[src/rtl/cpu_pkg.sv]
// cpu_pkg: shared widths and the write-back entry type.
//   DataWidth    - result / register width
//   RegAddrWidth - register address width
//   NumRegs      - architectural registers (scoreboard width)
//   wb_entry_t   - {rd, data} long-latency result
//   wb_src_e     - origin of the value on the register-file write port
package cpu_pkg;

  localparam int unsigned DataWidth    = 32;
  localparam int unsigned RegAddrWidth = 5;
  localparam int unsigned NumRegs      = 32;

  typedef struct packed {
    logic [RegAddrWidth-1:0] rd;
    logic [DataWidth-1:0]    data;
  } wb_entry_t;

  typedef enum logic {
    SRC_ALU = 1'b0,
    SRC_LL  = 1'b1
  } wb_src_e;

endpackage

[src/rtl/wb_fifo.sv]
// wb_fifo: synchronous FIFO of wb_entry_t, Depth entries (power of 2, >=2).
//   clk, rst - clock (rising edge), asynchronous active-high reset
//   push     - write din (ignored when full)
//   pop      - drop head (ignored when empty)
//   din      - entry to write
//   full     - no free slot
//   empty    - no valid entry
//   head     - oldest entry (valid only when !empty)
module wb_fifo
  import cpu_pkg::*;
#(
  parameter int unsigned Depth = 4
) (
  input  logic      clk,
  input  logic      rst,
  input  logic      push,
  input  logic      pop,
  input  wb_entry_t din,
  output logic      full,
  output logic      empty,
  output wb_entry_t head
);

  localparam int unsigned PtrW = $clog2(Depth);

  wb_entry_t       mem [Depth];
  logic [PtrW:0]   wr_ptr;
  logic [PtrW:0]   rd_ptr;

  // Extra pointer MSB distinguishes full (MSBs differ) from empty (all equal).
  assign empty = (wr_ptr == rd_ptr);
  assign full  = (wr_ptr[PtrW] != rd_ptr[PtrW]) &&
                 (wr_ptr[PtrW-1:0] == rd_ptr[PtrW-1:0]);
  assign head  = mem[rd_ptr[PtrW-1:0]];

  always_ff @(posedge clk or posedge rst) begin
    if (rst) begin
      wr_ptr <= '0;
      rd_ptr <= '0;
    end else begin
      if (push && !full)
        wr_ptr <= wr_ptr + (PtrW+1)'(1);
      if (pop && !empty)
        rd_ptr <= rd_ptr + (PtrW+1)'(1);
    end
  end

  // Storage needs no reset: pointer reset alone discards every entry.
  always_ff @(posedge clk) begin
    if (push && !full)
      mem[wr_ptr[PtrW-1:0]] <= din;
  end

endmodule

[src/rtl/wb_arbiter.sv]
// wb_arbiter: write-back stage merging ALU results (priority, no backpressure)
// and buffered long-latency results onto the register-file write port, with a
// per-register pending scoreboard for outstanding long-latency writes.
//   clk, rst          - clock (rising edge), asynchronous active-high reset
//   alu_valid/rd/data - single-cycle ALU result
//   alu_stall         - ALU must present alu_valid=0 this cycle
//   ll_valid/rd/data  - long-latency result offer; ll_ready = FIFO not full
//   issue_valid/rd    - long-latency op issued, marks rd pending
//   pending_mask      - bit r set while register r awaits a long-latency write
//   rf_write_*        - registered register-file write port
module wb_arbiter
  import cpu_pkg::*;
#(
  parameter int unsigned QueueDepth  = 4,
  parameter int unsigned StarveLimit = 8
) (
  input  logic                    clk,
  input  logic                    rst,
  input  logic                    alu_valid,
  input  logic [RegAddrWidth-1:0] alu_rd,
  input  logic [DataWidth-1:0]    alu_data,
  output logic                    alu_stall,
  input  logic                    ll_valid,
  output logic                    ll_ready,
  input  logic [RegAddrWidth-1:0] ll_rd,
  input  logic [DataWidth-1:0]    ll_data,
  input  logic                    issue_valid,
  input  logic [RegAddrWidth-1:0] issue_rd,
  output logic [NumRegs-1:0]      pending_mask,
  output logic                    rf_write_enable,
  output logic [RegAddrWidth-1:0] rf_write_address,
  output logic [DataWidth-1:0]    rf_write_data
);

  localparam int unsigned CntW = $clog2(StarveLimit + 1);

  logic               fifo_full;
  logic               fifo_empty;
  wb_entry_t          fifo_head;
  wb_entry_t          fifo_din;
  logic               fifo_push;
  logic               fifo_pop;
  logic               alu_win;
  logic               starve_hit;
  logic [CntW-1:0]    starve_cnt;
  wb_src_e            rf_src;
  logic [NumRegs-1:0] pending_next;

  assign ll_ready  = !fifo_full;
  assign fifo_push = ll_valid && ll_ready;
  assign fifo_din  = '{rd: ll_rd, data: ll_data};

  // During a stall cycle the ALU is locked out so the FIFO head goes through.
  assign alu_win    = alu_valid && (alu_rd != '0) && !alu_stall;
  assign fifo_pop   = !fifo_empty && !alu_win;
  assign starve_hit = alu_win && !fifo_empty &&
                      (starve_cnt == CntW'(StarveLimit - 1));

  wb_fifo #(
    .Depth (QueueDepth)
  ) u_fifo (
    .clk   (clk),
    .rst   (rst),
    .push  (fifo_push),
    .pop   (fifo_pop),
    .din   (fifo_din),
    .full  (fifo_full),
    .empty (fifo_empty),
    .head  (fifo_head)
  );

  // Clear for the LL write on the port now, then set for a new issue: set wins.
  always_comb begin
    pending_next = pending_mask;
    if (rf_write_enable && (rf_src == SRC_LL))
      pending_next[rf_write_address] = 1'b0;
    if (issue_valid && (issue_rd != '0))
      pending_next[issue_rd] = 1'b1;
  end

  always_ff @(posedge clk or posedge rst) begin
    if (rst) begin
      starve_cnt       <= '0;
      alu_stall        <= 1'b0;
      pending_mask     <= '0;
      rf_write_enable  <= 1'b0;
      rf_write_address <= '0;
      rf_write_data    <= '0;
      rf_src           <= SRC_ALU;
    end else begin
      alu_stall    <= starve_hit;
      pending_mask <= pending_next;

      if (alu_win && !fifo_empty && !starve_hit)
        starve_cnt <= starve_cnt + CntW'(1);
      else
        starve_cnt <= '0;

      rf_write_enable <= 1'b0;
      rf_src          <= SRC_ALU;
      if (alu_win) begin
        rf_write_enable  <= 1'b1;
        rf_write_address <= alu_rd;
        rf_write_data    <= alu_data;
      end else if (fifo_pop && (fifo_head.rd != '0)) begin
        rf_write_enable  <= 1'b1;
        rf_write_address <= fifo_head.rd;
        rf_write_data    <= fifo_head.data;
        rf_src           <= SRC_LL;
      end
    end
  end

  a_alu_not_pending: assert property (@(posedge clk) disable iff (rst)
    !(alu_valid && (alu_rd != '0) && pending_mask[alu_rd]));
  a_issue_not_pending: assert property (@(posedge clk) disable iff (rst)
    !(issue_valid && (issue_rd != '0) && pending_mask[issue_rd]));
  a_ll_pending: assert property (@(posedge clk) disable iff (rst)
    !(ll_valid && ll_ready && (ll_rd != '0) && !pending_mask[ll_rd]));

endmodule

[config.mk]
export PLATFORM = sky130hd
export DESIGN_NAME = wb_arbiter
export DESIGN_NICKNAME = d
export VERILOG_FILES = /design/src/rtl/cpu_pkg.sv /design/src/rtl/wb_fifo.sv /design/src/rtl/wb_arbiter.sv
export SDC_FILE = /design/constraint.sdc
export NUM_CORES = 1
export LEC_CHECK = 0
export ABC_AREA = 1
export CELL_PAD_IN_SITES_DETAIL_PLACEMENT = 1
export CELL_PAD_IN_SITES_GLOBAL_PLACEMENT = 2
export CORE_AREA = 3 3 164 166
export DETAILED_ROUTE_END_ITERATION = 8
export DIE_AREA = 0 0 167 169
export PLACE_DENSITY = 0.92
export SYNTH_ARGS = -nofsm -noshare
export SYNTH_HDL_FRONTEND = slang
export SYNTH_SLANG_ARGS = --single-unit
export TNS_END_PERCENT = 20
[constraint.sdc]
create_clock -name clk -period 9.6 [get_ports clk]
set_clock_uncertainty 0.1 [all_clocks]
set_input_delay 2.88 -clock clk [delete_from_list [all_inputs] [get_ports clk]]
set_output_delay 2.88 -clock clk [all_outputs]
set_load 0.02 [all_outputs]
==> metrics.md <==
| Metric | Value |
|---|---|
| Status | complete, no violations |
| Die area | 28,200 um2 |
| Post-synthesis mux area share | 0% |
| Critical Path Fanout Max | 77 |
| Pwr/cell area | 323 nW/um2 |
| Crit path kind | flip-flop to output pin |
| XOR/XNOR share of the synthesized area | 0.651% |
| Clk_lat worst skew | 0.54 ns |
| Initial DRC Count | 483 |
| Final setup viols | 0 |
| Final wirelength | 26.3 mm |
| Share of cells above drive strength 1 | 5.81% |
| Max-cap violations | 0 |
| Critical Path End Type | output pin |
| Worst min path class | flip-flop to flip-flop |
| Htree depth | 1 |
| Cts hold-fix bufs | 0 |
| Row count | 59 |
| CTS tree | done |
| Chip height | 169 um |
| Synthesis-to-layout area growth | 28.7% |
| First-pass iteration count of the detailed router | 4 |
| Arrival @ worst endpoint | 2.49 ns |
| Die X | 167 um |
| Post-Synth Simple-Gate Area | 22.3% |
| Setup tns final | 0 ns |
| Antenna-violating nets left | 0 |
| Inserted Diodes | 0 |
| Total GRT Usage | 18.2% |
| Max VDD drop | 165 uV |
| Share of the yosys chip area belonging to registers | 69.0% |
| Worst path required time | 6.62 ns |
| CTS resizes | 0 |
| Syn avg cell area | 10.7 um2 |
| Clock root cell | clkbuf_16 |
| Nets@finish | 1,122 |
| DRC viols | 0 |
| Post-synthesis adder-cell area fraction | 0.797% |
| Routed len/inst | 19.0 um |
| Synth Area in Compound Gates | 3.95% |
| Synth warnings | 0 |
| Period Utilization, post-route | 57.0% |
| RSZ-0062 raised after global routing | no |
| Cell Area, Synth | 9420 um2 |
| Vias in the first global route | 7,439 |
| F_max | 0.183 GHz |
| Num CTS Buffers | 24 |
| Post-Synthesis Cells | 883 |
| Synthesis-stage register bit count | 230 |
| Port Buffers | 155 |
| Distinct cells, synth | 23 |
| Placed cell area | 11,300 um2 |
| CTS sink cnt | 230 |
| Main combinational cell family by area after synthesis | simple AND/OR/NAND/NOR gates |
| Static leakage | 0.00483 uW |
| Initial Utilization | 36.6% |
| Fin. max-slew vios | 0 |
| Synthesized Nets | 973 |
| Vias per cell | 5.08 |
| Clock transition at path regs | 0.06 ns |
| First-pass GRT wire length | 41.1 mm |
| Dpl hpwl | 16.3 mm |
| Crit path time final | 5.47 ns |
| Tightest Pin Transition | 1.03 ns |
| Antenna violations before repair | 4 |
| Hold Fails Final Rpt | 0 |
| Design area | 12,100 um2 |
| # IOs | 156 |
| Final Wtd Congestion | 0.823 |
| Setup Buffers After CTS | 0 |
| Startpoint types | flip-flop |
| Largest net degree at the start of global routing | 78 |
| Via count | 7,038 |
| Slew margin rel. | 30.9% |
| GR Overflow Total | 0 |
| Clock Tree Buf Depth | 3 |
| Placeable Area | 25,800 um2 |
-- state kept, by name, indices dropped and copies added (netlist names) --
name              cells
u_fifo.rd_ptr         3
u_fifo.mem          148
u_fifo.wr_ptr         3
alu_stall             1
rf_write_enable       1
starve_cnt            4
rf_write_address      5
pending_mask         32
rf_write_data        32
rf_src                1
-- synthesized netlist by cell type, drive strengths merged --
cell type / number / area share (%)
o21bai: 1 / 0.20
nor2: 17 / 0.68
clkinv: 1 / 0.040
xor2: 5 / 0.46
nand3b: 3 / 0.24
a21oi: 2 / 0.11
ha: 6 / 0.80
buf: 28 / 1.7
nor3: 2 / 0.11
edfxtp: 148 / 47
inv: 24 / 0.96
nand3: 166 / 8.8
clkbuf: 15 / 0.60
dfrtp: 82 / 22
o21ai: 67 / 3.6
xnor2: 2 / 0.19
nand2: 312 / 12
nand4: 1 / 0.066
a21boi: 1 / 0.080
-- worst max-delay path, cell delays in order (launching register included) --
cell,delay [ns]
dfrtp_2,0.34
buf_4,0.65
inv_2,0.08
nand2_1,0.09
nand2_1,0.07
nand4_1,0.11
clkdlybuf4s50_1,0.62
-- final timing paths --
check	cells after the start	slack, ns	end	start
setup / recovery	6	4.13	ll_ready	u_fifo.rd_ptr[0]
hold / removal	1	0.36	starve_cnt[0]	starve_cnt[0]
setup reg to reg	11	5.45	rf_write_data[0]	u_fifo.rd_ptr[0]
hold reg to reg	1	0.36	starve_cnt[0]	starve_cnt[0]
max in group asynchronous	3	5.63	u_fifo.rd_ptr[0]	rst
min in group asynchronous	2	2.55	rf_write_data[11]	rst
-- layout make-up --
| class | instances | area [um2] |
|---|---|---|
| fill | 2783 | 13600 |
| sequential | 230 | 6500 |
| multi-input combinational | 585 | 2650 |
| timing repair buffer | 166 | 1630 |
| clock buffer | 26 | 608 |
| tap | 335 | 419 |
| clock inverter | 18 | 214 |
| inverter | 25 | 95.1 |
-- cell families after synthesis --
group                      Yosys count
and+or+nand+nor                    501
AOI/OAI and AO/OA                   71
xor gates and xnor gates             7
DFF                                230
buffers and inverters               68
adders and majority gates            6
-- power breakdown --
group          internal (uW)  switching, uW  total (uW)
sequential              1370            154        1530
clock                    569            394         963
combinational            519            907        1430
total                   2460           1460        3920
-- cells in the final DEF (no fill, tap or decap) --
cell,n
a21boi_0,1
a21oi_1,2
buf_4,11
bufinv_16,4
clkbuf_1,2
clkbuf_16,24
clkdlybuf4s50_1,155
clkinv_1,5
clkinv_16,1
clkinv_2,10
clkinvlp_4,1
dfrtp_1,80
dfrtp_2,2
edfxtp_1,148
ha_1,6
inv_1,21
inv_2,1
nand2_1,310
nand2_2,2
nand3_1,166
nand3b_1,3
nand4_1,1
nor2_1,13
nor2_4,4
nor3_1,2
o21ai_0,67
o21bai_4,1
xnor2_1,2
xor2_1,5
-- per-layer routing --
metal / share of wire, % / vias up / GRT usage (%)
li1: - / 3308 / -
met4: 1.9 / 8 / 4.02
met3: 5.4 / 48 / 3.90
met1: 43 / 3488 / 23.3
met5: 0.22 / - / 0
met2: 50 / 186 / 32.1
-- stage by stage --
stage                     std cells  hold slack (ns)  total power (uW)  util (%)  setup WS [ns]
final                          1385            0.363              3920      47.0           4.13
after global routing           1385            0.393              4160      47.0           3.94
after CTS                      1385            0.375              3960      47.0           4.09
after detailed placement       1341            0.355              2980      43.8           3.96
after global placement         1341            0.352              2920      43.8           4.10
after floorplan                 883            0.332              2340         -           4.40
No activity file was read; power rests on OpenSTA's default activity.
==> edit: new RTL, same flow settings <==
`pending_mask` no longer has a reset.
--- a/src/rtl/wb_arbiter.sv
+++ b/src/rtl/wb_arbiter.sv
@@ -82,14 +82,12 @@
     if (rst) begin
       starve_cnt       <= '0;
       alu_stall        <= 1'b0;
-      pending_mask     <= '0;
       rf_write_enable  <= 1'b0;
       rf_write_address <= '0;
       rf_write_data    <= '0;
       rf_src           <= SRC_ALU;
     end else begin
       alu_stall    <= starve_hit;
-      pending_mask <= pending_next;
 
       if (alu_win && !fifo_empty && !starve_hit)
         starve_cnt <= starve_cnt + CntW'(1);
@@ -111,6 +109,10 @@
     end
   end
 
+  always_ff @(posedge clk) begin
+    pending_mask <= pending_next;
+  end
+
   a_alu_not_pending: assert property (@(posedge clk) disable iff (rst)
     !(alu_valid && (alu_rd != '0) && pending_mask[alu_rd]));
   a_issue_not_pending: assert property (@(posedge clk) disable iff (rst)
Function: changed (a bounded check fails within 4 cycles, from zero or initial values and one cycle with rst high).
==> edit against the original RTL <==
- register-to-register slack worse by 40 ps
- total power increased by 1.3%
- sequential cell count unchanged
- final area decreased by 0.86%
- routed wire length is 2.6% lower
- fmax about the same
- area after synthesis decreased by 1.7%
- worst setup slack better by 0.57 ps
- critical path type unchanged
- critical endpoint unchanged
- largest cell class unchanged
- highest routed layer unchanged
==> edit: results (changes against the original RTL) <==
Outcome
  – Result of the run: complete, no violations (unchanged)

STA
  – Worst Tran Pin Value: 1080 ps (was 1030 ps)
  – Fin crit period: 5470 ps (about the same)
  – WHS: 370 ps (was 363 ps)

Route
  – Vias: 6966 (was 7038)
  – Met2 wire len: 13000 um (about the same)
  – Initial DRC Count: 355 (was 483)
  – Drt first pass iters: 5 (was 4)
  – Routed wl met3: 1480 um (was 1430 um)
  – M1 WL: 10700 um (was 11200 um)
  – DR WL/cell: 18.5 um (was 19.0 um)

Worst hold path
  – Worst hold path class: reg2reg (unchanged)

Place
  – Pre-CTS setup slack: 3880 ps (was 3960 ps)
  – Detailed placer's ending HPWL: 15800 um (was 16300 um)
  – Placer Congestion: 0.770 (was 0.823)

Setup path
  – RR Endpoint: rf_write_data[2] (was rf_write_data[0])
  – R2R setup slack: 5410 ps (was 5450 ps)

Logic synthesis
  – Register area share after synthesis: 68.4% (was 69.0%)
  – Commonest cells in the netlist: 312 x nand2_1, 166 x nand3_1, 148 x edfxtp_1, 67 x o21ai_0, 50 x dfrtp_1 (was 312 x nand2_1, 166 x nand3_1, 148 x edfxtp_1, 82 x dfrtp_1, 67 x o21ai_0)
  – Area contributors post-synth: edfxtp_1 48%, dfrtp_1 14%, nand2_1 13%, nand3_1 9.0%, dfxtp_1 6.9% (was edfxtp_1 47%, dfrtp_1 22%, nand2_1 12%, nand3_1 8.8%, o21ai_0 3.6%)
  – Netlist cell types: 24 (was 23)

Clock network
  – Worst-Skew Late Latency: 520 ps (was 540 ps)
  – Post-cts gate resize count: 0 (unchanged)
  – CTS Buf Count: 25 (was 24)

Pwr
  – Max VDD drop: 0.000158 V (was 0.000165 V)
  – P_leak: 4.79 nW (was 4.83 nW)

Global routing
  – GR Layer Usage met1: 21.5% (was 23.3%)
  – Total GRT Usage: 17.6% (was 18.2%)
  – GR Util met2: 32.2% (was 32.1%)
  – Vias in the first global route: 7380 (was 7439)
  – Initial antenna violation count: 2 (was 4)
  – Met3 Use GR: 3.62% (was 3.90%)

Layout
  – Post-route insts no fill: 1386 (was 1385)
edit: critical path, delay by kind of cell, from the launching register on:
kind	cells	cell delay (ps)
buffers and inverters	3	1350
flip-flops	1	340
AND/OR/NAND/NOR	3	270
edit: layout make-up:
cell class | instances | area (um^2)
clock buffer | 33 | 696
fill | 2801 | 13800
inverter | 25 | 93.8
clock inverter | 12 | 189
sequential | 230 | 6340
timing repair buffer | 165 | 1630
multi-input combinational | 585 | 2650
tap | 335 | 419
antenna | 1 | 2.50
edit: power by group:
group | internal (mW) | total, mW | switching, mW
Combinational | 0.519 | 1.42 | 0.897
Clock | 0.642 | 1.02 | 0.382
Sequential | 1.37 | 1.53 | 0.152
Total | 2.54 | 3.97 | 1.43
edit: cell families after synthesis:
logic type / count (synthesis) / share of synthesized area (%)
AOI/OAI and AO/OA: 71 / 4.01
xor gates and xnor gates: 7 / 0.662
adders and majority gates: 6 / 0.811
buffers and inverters: 68 / 3.38
DFF: 230 / 68.4
and+or+nand+nor: 501 / 22.7
